$ cat src/rtl/pll_seq_pkg.sv
// Shared types and constants for the PLL lock sequencer.
// Holds the FSM state encoding, the DYNAMICDELAY field layout and the counter width.
package pll_seq_pkg;

  localparam int CNT_W   = 16;
  localparam int FB_LSB  = 0;
  localparam int REL_LSB = 4;
  localparam int FDA_W   = 4;

  typedef enum logic [2:0] {
    RESET  = 3'd0,
    WAIT   = 3'd1,
    STABLE = 3'd2,
    RUN    = 3'd3,
    FAULT  = 3'd4
  } state_t;

endpackage

$ cat src/rtl/pll_lock_sequencer_sync_2ff.sv
// Two-flop synchroniser for a single asynchronous level (the PLL LOCK pin).
// Latency: two clk edges; no backpressure.
module sync_2ff (
  input  logic clk,
  input  logic resetn,
  input  logic d,
  output logic q
);

  logic meta;

  always_ff @(posedge clk or negedge resetn) begin
    if (!resetn) begin
      meta <= 1'b0;
      q    <= 1'b0;
    end else begin
      meta <= d;
      q    <= meta;
    end
  end

endmodule

$ cat src/rtl/pll_lock_sequencer.sv
// Drives a PLL through reset, lock wait and lock qualification, with retry/bypass on failure.
// Outputs decode from state; delay updates handshake combinationally and land on the accepting edge.
module pll_lock_sequencer
  import pll_seq_pkg::*;
#(
  parameter int unsigned RESET_CYCLES = 16,
  parameter int unsigned LOCK_TIMEOUT = 65535,
  parameter int unsigned LOCK_STABLE  = 256,
  parameter int unsigned MAX_RETRIES  = 3,
  parameter logic [7:0]  DELAY_INIT   = 8'h00
) (
  input  logic       clk,
  input  logic       resetn,
  input  logic       pll_lock,
  output logic       pll_resetb,
  output logic       pll_bypass,
  output logic [7:0] pll_dynamicdelay,
  input  logic       upd_valid,
  input  logic [7:0] upd_delay,
  output logic       upd_ready,
  input  logic       retry_req,
  output logic       ready,
  output logic       fault,
  output logic       lock_lost,
  output logic [3:0] retries
);

  localparam logic [CNT_W-1:0] RST_LAST = CNT_W'(RESET_CYCLES - 1);
  localparam logic [CNT_W-1:0] TO_LAST  = CNT_W'(LOCK_TIMEOUT - 1);
  localparam logic [CNT_W-1:0] STB_LAST = CNT_W'(LOCK_STABLE - 1);
  localparam logic [3:0]       MAX_R    = 4'(MAX_RETRIES);

  state_t           state, state_n;
  logic [CNT_W-1:0] cnt;
  logic             lock_s;
  logic [3:0]       retries_inc;
  logic             timeout;

  sync_2ff u_lock_sync (
    .clk    (clk),
    .resetn (resetn),
    .d      (pll_lock),
    .q      (lock_s)
  );

  assign retries_inc = retries + 4'd1;
  assign timeout     = (state == WAIT) && !lock_s && (cnt == TO_LAST);

  assign pll_resetb = (state == WAIT) || (state == STABLE) || (state == RUN);
  assign pll_bypass = (state == FAULT);
  assign fault      = (state == FAULT);
  assign ready      = (state == RUN);
  assign upd_ready  = upd_valid && ((state == RUN) || (state == FAULT));

  always_comb begin
    state_n = state;
    unique case (state)
      RESET:   if (cnt == RST_LAST) state_n = WAIT;
      WAIT: begin
        if (lock_s)       state_n = STABLE;
        else if (timeout) state_n = (retries_inc == MAX_R) ? FAULT : RESET;
      end
      STABLE: begin
        if (!lock_s)               state_n = WAIT;
        else if (cnt == STB_LAST)  state_n = RUN;
      end
      // Lock loss and an update in the same cycle still make a single trip to RESET.
      RUN:     if (!lock_s || upd_valid) state_n = RESET;
      FAULT:   if (retry_req) state_n = RESET;
      default: state_n = RESET;
    endcase
  end

  always_ff @(posedge clk or negedge resetn) begin
    if (!resetn) begin
      state            <= RESET;
      cnt              <= '0;
      pll_dynamicdelay <= DELAY_INIT;
      lock_lost        <= 1'b0;
      retries          <= 4'd0;
    end else begin
      state <= state_n;
      if (state_n != state) cnt <= '0;
      else if (cnt != '1)   cnt <= cnt + 1'b1;

      if (upd_ready) pll_dynamicdelay <= upd_delay;

      if ((state == RUN) && !lock_s) lock_lost <= 1'b0 | 1'b1;
      else if (retry_req)            lock_lost <= 1'b0;

      if (timeout && (retries != MAX_R))           retries <= retries_inc;
      else if ((state == STABLE) && (state_n == RUN)) retries <= 4'd0;
      else if ((state == FAULT) && retry_req)     retries <= 4'd0;
    end
  end

endmodule

$ cat config.mk
export PLATFORM = sky130hd
export DESIGN_NAME = pll_lock_sequencer
export DESIGN_NICKNAME = d
export VERILOG_FILES = /design/src/rtl/pll_seq_pkg.sv /design/src/rtl/pll_lock_sequencer_sync_2ff.sv /design/src/rtl/pll_lock_sequencer.sv
export SDC_FILE = /design/constraint.sdc
export NUM_CORES = 1
export LEC_CHECK = 0
export ABC_CLOCK_PERIOD_IN_PS = 3150
export CAP_MARGIN = 0
export CORE_ASPECT_RATIO = 1.75
export CORE_MARGIN = 3
export CORE_UTILIZATION = 51
export DETAILED_ROUTE_END_ITERATION = 6
export HOLD_SLACK_MARGIN = 0.03
export PLACE_DENSITY = 0.88
export SYNTH_ARGS = -nofsm -noshare
export SYNTH_HDL_FRONTEND = slang
export SYNTH_SLANG_ARGS = --single-unit
$ cat constraint.sdc
create_clock -name clk -period 3.15 [get_ports clk]
set_input_delay 0.63 -clock clk [delete_from_list [all_inputs] [get_ports clk]]
set_output_delay 0.63 -clock clk [all_outputs]
set_load 0.01 [all_outputs]
Yosys cells after proc, flatten, opt, wreduce, memory -nomap -nowiden. Index checks and enable logic that the tools add are counted.

Input port bits: 13. Logic and storage cells: 53. Register bits: 34. Output and inout bits: 18.

Eq/ne operators: 12. Muxes and demuxes: 16. Reductions and logical operators: 16. Add/sub/neg operators: 2.

Operators by type and width (count): $mux W16 (2); $mux W3 (8); $add A16 B1 Y16 const B (1); $eq A16 B16 Y1 const B (1); $eq A16 B4 Y1 const B (1); $eq A16 B8 Y1 const B (1); $ne A16 B16 Y1 const B (1); $pmux W3 S5 (1); $mux W4 (3); $eq A3 B2 Y1 const B (3); $logic_and A1 B1 Y1 (7); $add A4 B1 Y4 const B (1); $eq A4 B2 Y1 const B (1); $logic_or A1 B1 Y1 (4); $ne A4 B2 Y1 const B (1); $reduce_bool A2 Y1 (2); $eq A3 B1 Y1 const B (1); $eq A3 B3 Y1 const B (1); $logic_not A3 Y1 (1); $ne A3 B3 Y1 (1); $reduce_bool A3 Y1 (1); $mux W1 (2); $logic_not A1 Y1 (1).

Depth between registers and ports, before layout. Gate-level depths: netlist of run 1.

Depth in word-level cells: 10. Depth in mapped cells: 7. Mapped depth without buffers: 6.

By module. Synthesis of run 1 repeated with hierarchy kept, for this count alone.

Cell total of the unflattened synthesis: 184. Area, all modules: 1820.5 sq um.

By module, submodules not included: pll_lock_sequencer (cells each 182, instances 1, area each 1770.4 sq um, sequential area each 800.8 sq um); sync_2ff (cells each 2, instances 1, area each 50.0 sq um, sequential area each 50.0 sq um).

Least setup slack after synthesis of run 1. OpenSTA, ideal clock, no wires.

Path kind: reg2reg. From: reg state[0]. To: reg cnt[14]. Slack: 0.997 ns. Path buffers: 2. Cell stages (with the launch flop): 8. Clock period less this slack: 2.153 ns. Arrival: 2.027 ns. Cell sequence: dfrtp_1 buf_6 or4_1 or4_4 o21ba_4 nand4b_4 buf_12 a21oi_2.

Cells in the longest elaborated chain, start to end: 8. Elaborated cells on any way between the ends: 18. Classes of those cells: eq/ne (5); mux (9); reduce/logical (4).

Ends and longest elaborated chain: start, declared (RTL line pll_lock_sequencer.sv:33) `state_t state, state_n;`; start signal, assigned (RTL line pll_lock_sequencer.sv:82) `state <= state_n;`; $eq A3 B1 Y1 (RTL line pll_lock_sequencer.sv:47, pll_lock_sequencer.sv:57); $logic_and A1 B1 Y1 (2 in a row) (RTL line pll_lock_sequencer.sv:47) `assign timeout = (state == WAIT) && !lock_s && (cnt == TO_LAST);`; $mux W3 (RTL line pll_lock_sequencer.sv:61) `else if (timeout) state_n = (retries_inc == MAX_R) ? FAULT : RESET;`; $mux W3 (RTL line pll_lock_sequencer.sv:60) `if (lock_s) state_n = STABLE;`; $pmux W3 S5 (RTL line pll_lock_sequencer.sv:57) `unique case (state)`; $ne A3 B3 Y1 * (RTL line pll_lock_sequencer.sv:83) `if (state_n != state) cnt <= '0;`; $mux W16 or $reduce_bool A2 Y1 (tied branches); end signal, assigned (RTL line pll_lock_sequencer.sv:84) `else if (cnt != '1) cnt <= cnt + 1'b1;`; end, declared (RTL line pll_lock_sequencer.sv:34) `logic [CNT_W-1:0] cnt;`.

Mark *: on every way between the ends. The rest lies on a longest branch, timed or not. A chain may end at the register's enable or synchronous reset.

Final worst setup path of run 1.
From: reg state[0]. To: out upd_ready.

Cells in the longest elaborated chain, start to end: 3. Elaborated cells on any way between the ends: 4. Classes of those cells: eq/ne (2); reduce/logical (2).

Ends and longest elaborated chain: $eq A3 B2 Y1 or $eq A3 B3 Y1 (tied branches) (RTL line pll_lock_sequencer.sv:53) `assign upd_ready = upd_valid && ((state == RUN) || (state == FAULT));`; $logic_or A1 B1 Y1 * (RTL line pll_lock_sequencer.sv:53); $logic_and A1 B1 Y1 * (RTL line pll_lock_sequencer.sv:53); end, declared (RTL line pll_lock_sequencer.sv:20) `output logic upd_ready,`.

Marks and branches as above.

==> results of run 1 <==
-- logic make-up (layout without fill, tap and decap cells) --
group,after synthesis,count (layout),share of synthesized area [%]
adder cells (fa/ha/maj),4,4,2.57
flip-flops,34,34,43.6
multiplexers,8,8,4.62
AO/OA/AOI/OAI,50,50,19.8
XOR/XNOR,9,9,4.04
AND/OR/NAND/NOR,69,69,20.7
buffers and inverters,15,51,4.68
-- worst max-delay path, cell delays in order (launching register included) --
cell and delay [ns]:
dfrtp_1 0.49, or2_1 0.30, nor2_1 0.22, o21ai_1 0.14, inv_1 0.06, clkdlybuf4s50_1 0.52
-- flip-flops by register name, indices dropped and copies added (netlist names) --
register          count
state                 3
lock_lost             1
retries               4
u_lock_sync.meta      1
u_lock_sync.q         1
cnt                  16
pll_dynamicdelay      8
-- worst paths after layout --
path | start | to | slack (ns) | cells after the start
max | state[0] | upd_ready | 0.50 | 5
min | u_lock_sync.meta | u_lock_sync.q | 0.36 | 0
max reg2reg | cnt[12] | cnt[1] | 0.80 | 6
min reg2reg | u_lock_sync.meta | u_lock_sync.q | 0.36 | 0
max in group asynchronous | resetn | pll_dynamicdelay[3] | 2.10 | 2
min in group asynchronous | resetn | retries[3] | 0.74 | 2
-- metal layers --
metal | GRT usage, % | vias up | wire length (µm)
li1 | - | 773 | -
met3 | 3.75 | 10 | 135
met1 | 19.4 | 765 | 1630
met4 | 10.2 | 0 | 125
met5 | 0 | - | 0
met2 | 40.0 | 43 | 2400
-- report_power, final --
| group | leakage (nW) | switching, mW | total (mW) | internal (mW) |
|---|---|---|---|---|
| clock network | 0.0482 | 0.152 | 0.328 | 0.176 |
| registers | 0.440 | 0.113 | 0.646 | 0.533 |
| logic | 0.505 | 0.322 | 0.656 | 0.334 |
-- layout by cell type (no fill, tap or decap), types with 2 or more instances in the layout --
master / count
nand3b_1: 2
nand2b_1: 3
nor3_1: 3
clkdlybuf4s50_1: 30
o21ai_0: 6
clkbuf_8: 6
a31oi_1: 2
a211oi_1: 2
o211ai_1: 5
buf_4: 3
nand3_1: 11
or4_1: 2
or2_1: 2
nand2_1: 14
o22ai_1: 7
nor2_1: 7
or4_4: 2
and2_1: 3
a21oi_1: 4
ha_1: 4
o21ai_1: 2
and4_1: 2
xnor2_1: 3
a21oi_2: 11
nand4_1: 5
nor4_1: 2
inv_1: 10
dfrtp_1: 34
and3_1: 2
a22oi_1: 4
mux2_2: 8
xor2_1: 6
or3_1: 4
-- final cells by class --
cell class	count	area [µm²]	area share [%]
sequential	34	851	35.9
clock buffer	7	86.3	3.65
clock inverter	1	5.00	0.211
timing repair buffer	33	323	13.6
multi-input combinational	140	1010	42.6
inverter	10	37.5	1.58
tap	46	57.6	2.43
-- metrics by stage --
| step | util, % | hold WS [ns] | area (µm²) |
|---|---|---|---|
| after floorplan | - | 0.331 | 1950 |
| after global placement | 62.1 | 0.346 | 2280 |
| after detailed placement | 62.1 | 0.345 | 2280 |
| after CTS | 64.6 | 0.362 | 2370 |
| after global routing | 64.6 | 0.375 | 2370 |
| final | 64.6 | 0.357 | 2370 |
==> summary.md, run 1 <==
| Metric | Value |
|---|---|
| Status | finished clean |
| Syn_area_per_cell | 10.3 µm² |
| CP max FO | 9 |
| FFs w/ async S/R, synth | 100% |
| Arrival time worst endpoint | 2.02 ns |
| Final setup viols | 0 |
| Clock latency at the later pin of the worst-skew pair | 0.28 ns |
| Synthesis Warnings | 0 |
| Cell with the most instances after synthesis | dfrtp_1 |
| Ranking of synthesized cells by area | dfrtp_1, a21oi_2, mux2_2 |
| Critical Path End Type | output pin |
| EDFF count, synth | 0 |
| Largest area contributor in the netlist | dfrtp_1 |
| Power Density | 688 nW/µm² |
| CTS clk-pin slew, worst paths | 0.07 ns |
| Unrepaired setup endpoints after global routing | false |
| Final min period | 2.65 ns |
| CTS tree | built |
| Fin Setup TNS | 0 ns |
| Seq/Total Area, Yosys | 43.6% |
| Die area | 4630 µm² |
| First-pass GRT wire length | 7020 µm |
| Layout fillers | 305 |
| Total CTS buffers | 5 |
| Pwr Total | 1.63 mW |
| Routed vias | 1591 |
| Skew final | 0.00481 ns |
| Die Width | 52.8 µm |
| Leak | 0.994 nW |
| Ys flop type | dfrtp_1 |
| Period utilization | 84.1% |
| Largest net degree at the start of global routing | 35 |
| Critical Path Source Type | flop |
| Total global-route track usage | 20.6% |
| Cts hold-fix bufs | 0 |
| Synthesized area | 1950 µm² |
| Worst Path Required | 2.52 ns |
| Antenna diodes | 0 |
| Synth cell types | 46 |
| Final wirelength | 4300 µm |
| Place WS | 0.657 ns |
| VDD IR-drop max | 0.483 mV |
| Synthesized Nets | 206 |
| Max-cap viol count | 0 |
| Most common library cells after synthesis | dfrtp_1, nand2_1, a21oi_2, nand3_1, inv_1 |
| Worst Hold Class | reg2reg |
| Post-synthesis register bit count | 34 |
| Via/cell ratio | 5.87 |
| CTS sink cnt | 34 |
| Cells after Synth | 189 |
| # IOs | 31 |
| Number of antenna violations at the first check in global routing | 0 |
| F_max | 378 MHz |
| Fin. max-slew vios | 0 |
| H-tree Lvls | 2 |
| Root Buffer | clkbuf_8 |
| Layout cells sized above 1 | 16.0% |
| Worst slew margin | 56.8% |
| Post-layout net count | 241 |
| Post-CTS sizing | 0 |
| Syn-to-layout area delta | 21.4% |
| Port buffer count | 30 |
| Grt ovf | 0 |
| Worst slew pin tran | 0.643 ns |
| Die Height | 87.8 µm |
| Vias in the first global route | 1635 |
| Post-route ant nets | 0 |
| Setup bufs post-CTS | 0 |
| Clk buf depth | 2 |
| Top cell type's share of synthesized area | 43.6% |
| Final Non-Filler Cells | 271 |
| Fin. Hold Viols | 0 |
| Initial Utilization | 53.2% |
| Placer Congestion | 0.832 |
| WL per Instance | 15.9 µm |
| Drt pass-1 iters | 4 |
| HPWL after detailed placement | 3140 µm |
| Final Worst Setup Slack | 0.501 ns |
| Cell Rows | 29 |
| Inst Count DP | 263 |
| Core area | 3660 µm² |
| Drt first-iter violations | 43 |
| DRC viols | 0 |
| Crit Path Category | reg2out |
(Power assumes the default switching activity.)
==> run 2, diff against run 1 <==
--- a/config.mk
+++ b/config.mk
@@ -5,11 +5,11 @@
 export SDC_FILE = /design/constraint.sdc
 export NUM_CORES = 1
 export LEC_CHECK = 0
-export ABC_CLOCK_PERIOD_IN_PS = 3150
+export ABC_CLOCK_PERIOD_IN_PS = 2200
 export CAP_MARGIN = 0
 export CORE_ASPECT_RATIO = 1.75
 export CORE_MARGIN = 3
-export CORE_UTILIZATION = 51
+export CORE_UTILIZATION = 48
 export DETAILED_ROUTE_END_ITERATION = 6
 export HOLD_SLACK_MARGIN = 0.03
 export PLACE_DENSITY = 0.88
==> constraint.sdc (replaced) <==
create_clock -name clk -period 2.2 [get_ports clk]
set_input_delay 0.44 -clock clk [delete_from_list [all_inputs] [get_ports clk]]
set_output_delay 0.44 -clock clk [all_outputs]
set_load 0.01 [all_outputs]
==> summary.md, run 2 (synthesis results as in run 1) <==
| Metric | Value |
|---|---|
| CTS tree | built |
| Commonest non-fill, non-tap cells in the layout | dfrtp_1, clkdlybuf4s50_1, buf_4, nand2_1, nand3_1 |
| Die Width | 54.2 µm |
| Fin. max-slew vios | 0 |
| Final min period | 2.21 ns |
| Power Density | 939 nW/µm² |
| Post-layout net count | 263 |
| DRC viols | 0 |
| Min-delay src | u_lock_sync.meta |
| Top reg by flops | cnt |
| Clock latency at the later pin of the worst-skew pair | 0.29 ns |
| Worst path bufs/invs | 1 |
| Port buffer count | 30 |
| Final setup viols | 4 |
| Max-cap viol count | 0 |
| Initial Utilization | 50.0% |
| Routed vias | 1681 |
| First-pass GRT wire length | 7530 µm |
| CP max FO | 11 |
| Failing checks | negative setup slack |
| Switch Pwr | 0.867 mW |
| Place WS | -0.0174 ns |
| Core area | 3900 µm² |
| Syn-to-layout area delta | 32.3% |
| Unrepaired setup endpoints after global routing | true |
| Grt ovf | 0 |
| WL per Instance | 15.7 µm |
| Placer Congestion | 0.849 |
| Total CTS buffers | 5 |
| CTS sink cnt | 34 |
| Leak | 1.14 nW |
| VDD IR-drop max | 0.548 mV |
| Post-route ant nets | 0 |
| Pwr Total | 2.42 mW |
| Via/cell ratio | 5.72 |
| Fin. Hold Viols | 0 |
| Worst slew pin tran | 0.597 ns |
| Largest registers | cnt (16), pll_dynamicdelay (8), retries (4) |
| Critical path's top delay family | simple AND/OR/NAND/NOR gates |
| Cell mode on critical path | or4_4 |
| CP Cell Sequence | or4_4 -> or4_4 -> o21ba_4 -> nand4b_4 -> buf_12 -> a21oi_1 |
| Largest net degree at the start of global routing | 35 |
| Worst slew margin | 60.0% |
| Period utilization | 100% |
| R2R Path Start | cnt[13] |
| Clock group share of total power | 17.8% |
| Switching share of power | 35.8% |
| Critical Path End Type | flop |
| Max FFs per register | 16 |
| # IOs | 31 |
| Total global-route track usage | 20.6% |
| Worst path max stage delay | 0.57 ns |
| Inst Count DP | 285 |
| Antenna diodes | 0 |
| Worst Hold Class | reg2reg |
| Number of antenna violations at the first check in global routing | 0 |
| Status | complete, but fails checks |
| Crit Path Category | reg2reg |
| Slowest cell on crit path | or4_4 |
| Int Pwr | 1.55 mW |
| Sequential power share | 37.1% |
| Arrival time worst endpoint | 2.39 ns |
| Drt pass-1 iters | 4 |
| Cell Rows | 30 |
| H-tree Lvls | 2 |
| Critical Path Source Type | flop |
| Final Non-Filler Cells | 294 |
| Cts hold-fix bufs | 0 |
| Die area | 4890 µm² |
| Final core occ | 66.1% |
| Clk buf depth | 2 |
| HPWL after detailed placement | 3470 µm |
| Die Height | 90.3 µm |
| Drt first-iter violations | 20 |
| Final Worst Setup Slack | -0.0109 ns |
| Vias in the first global route | 1743 |
| CTS clk-pin slew, worst paths | 0.07 ns |
| Crit path from | cnt[13] |
| Combinational power share | 45.1% |
| Root Buffer | clkbuf_8 |
| Layout cells sized above 1 | 24.8% |
| Worst Path Required | 2.38 ns |
| Most common cell after layout, fill and taps aside | dfrtp_1 |
| Final wirelength | 4620 µm |
| Skew final | 0.00869 ns |
| F_max | 452 MHz |
run 2: cell type report:
class,instances,area (µm²)
repair buffers,55,512
well taps,48,60.1
inverters,10,37.5
fillers,302,1320
flip-flops and latches,34,851
multi-input cells,140,1040
clock buffers,7,76.3
run 2: final timing paths:
path                            slack, ns  depth (start not counted)                   to
worst max-delay path                -0.01                          6               cnt[2]
worst min-delay path                 0.37                          0        u_lock_sync.q
worst max register to register      -0.01                          6               cnt[2]
worst min register to register       0.37                          0        u_lock_sync.q
max in group asynchronous            1.34                          2  pll_dynamicdelay[7]
min in group asynchronous            0.54                          2               cnt[2]
run 2: power groups by stage:
stage | sequential (mW) | clock (mW) | combinational [mW]
finish | 0.899 | 0.430 | 1.09
global route | 0.923 | 0.465 | 1.19
floorplan | 0.924 | 0 | 0.663
detailed placement | 0.909 | 0 | 1.07
global placement | 0.899 | 0 | 1.04
CTS | 0.898 | 0.439 | 1.08
run 2: repair_timing:
item                                    4_1_cts  5_1_grt
endpoints found under the setup margin        5       21
buffers inserted                              2        0
pin swaps                                     0        3
gates cloned                                  0        0
resized for setup                             6        5
run 2: routing by layer:
layer | global-route usage, % | part of all wire [%] | vias up
li1 | - | - | 814
met1 | 20.5 | 37 | 815
met2 | 37.0 | 57 | 38
met3 | 3.80 | 3.2 | 14
met4 | 11.0 | 3.2 | 0
met5 | 0 | 0 | -
run 2: through the flow:
stage,setup TNS (ns),hold WS [ns],instance area (µm²)
floorplan,0,0.144,1950
global placement,0,0.354,2450
detailed placement,-0.0174,0.360,2450
CTS,-0.0326,0.375,2550
global route,-0.802,0.389,2580
finish,-0.0236,0.372,2580
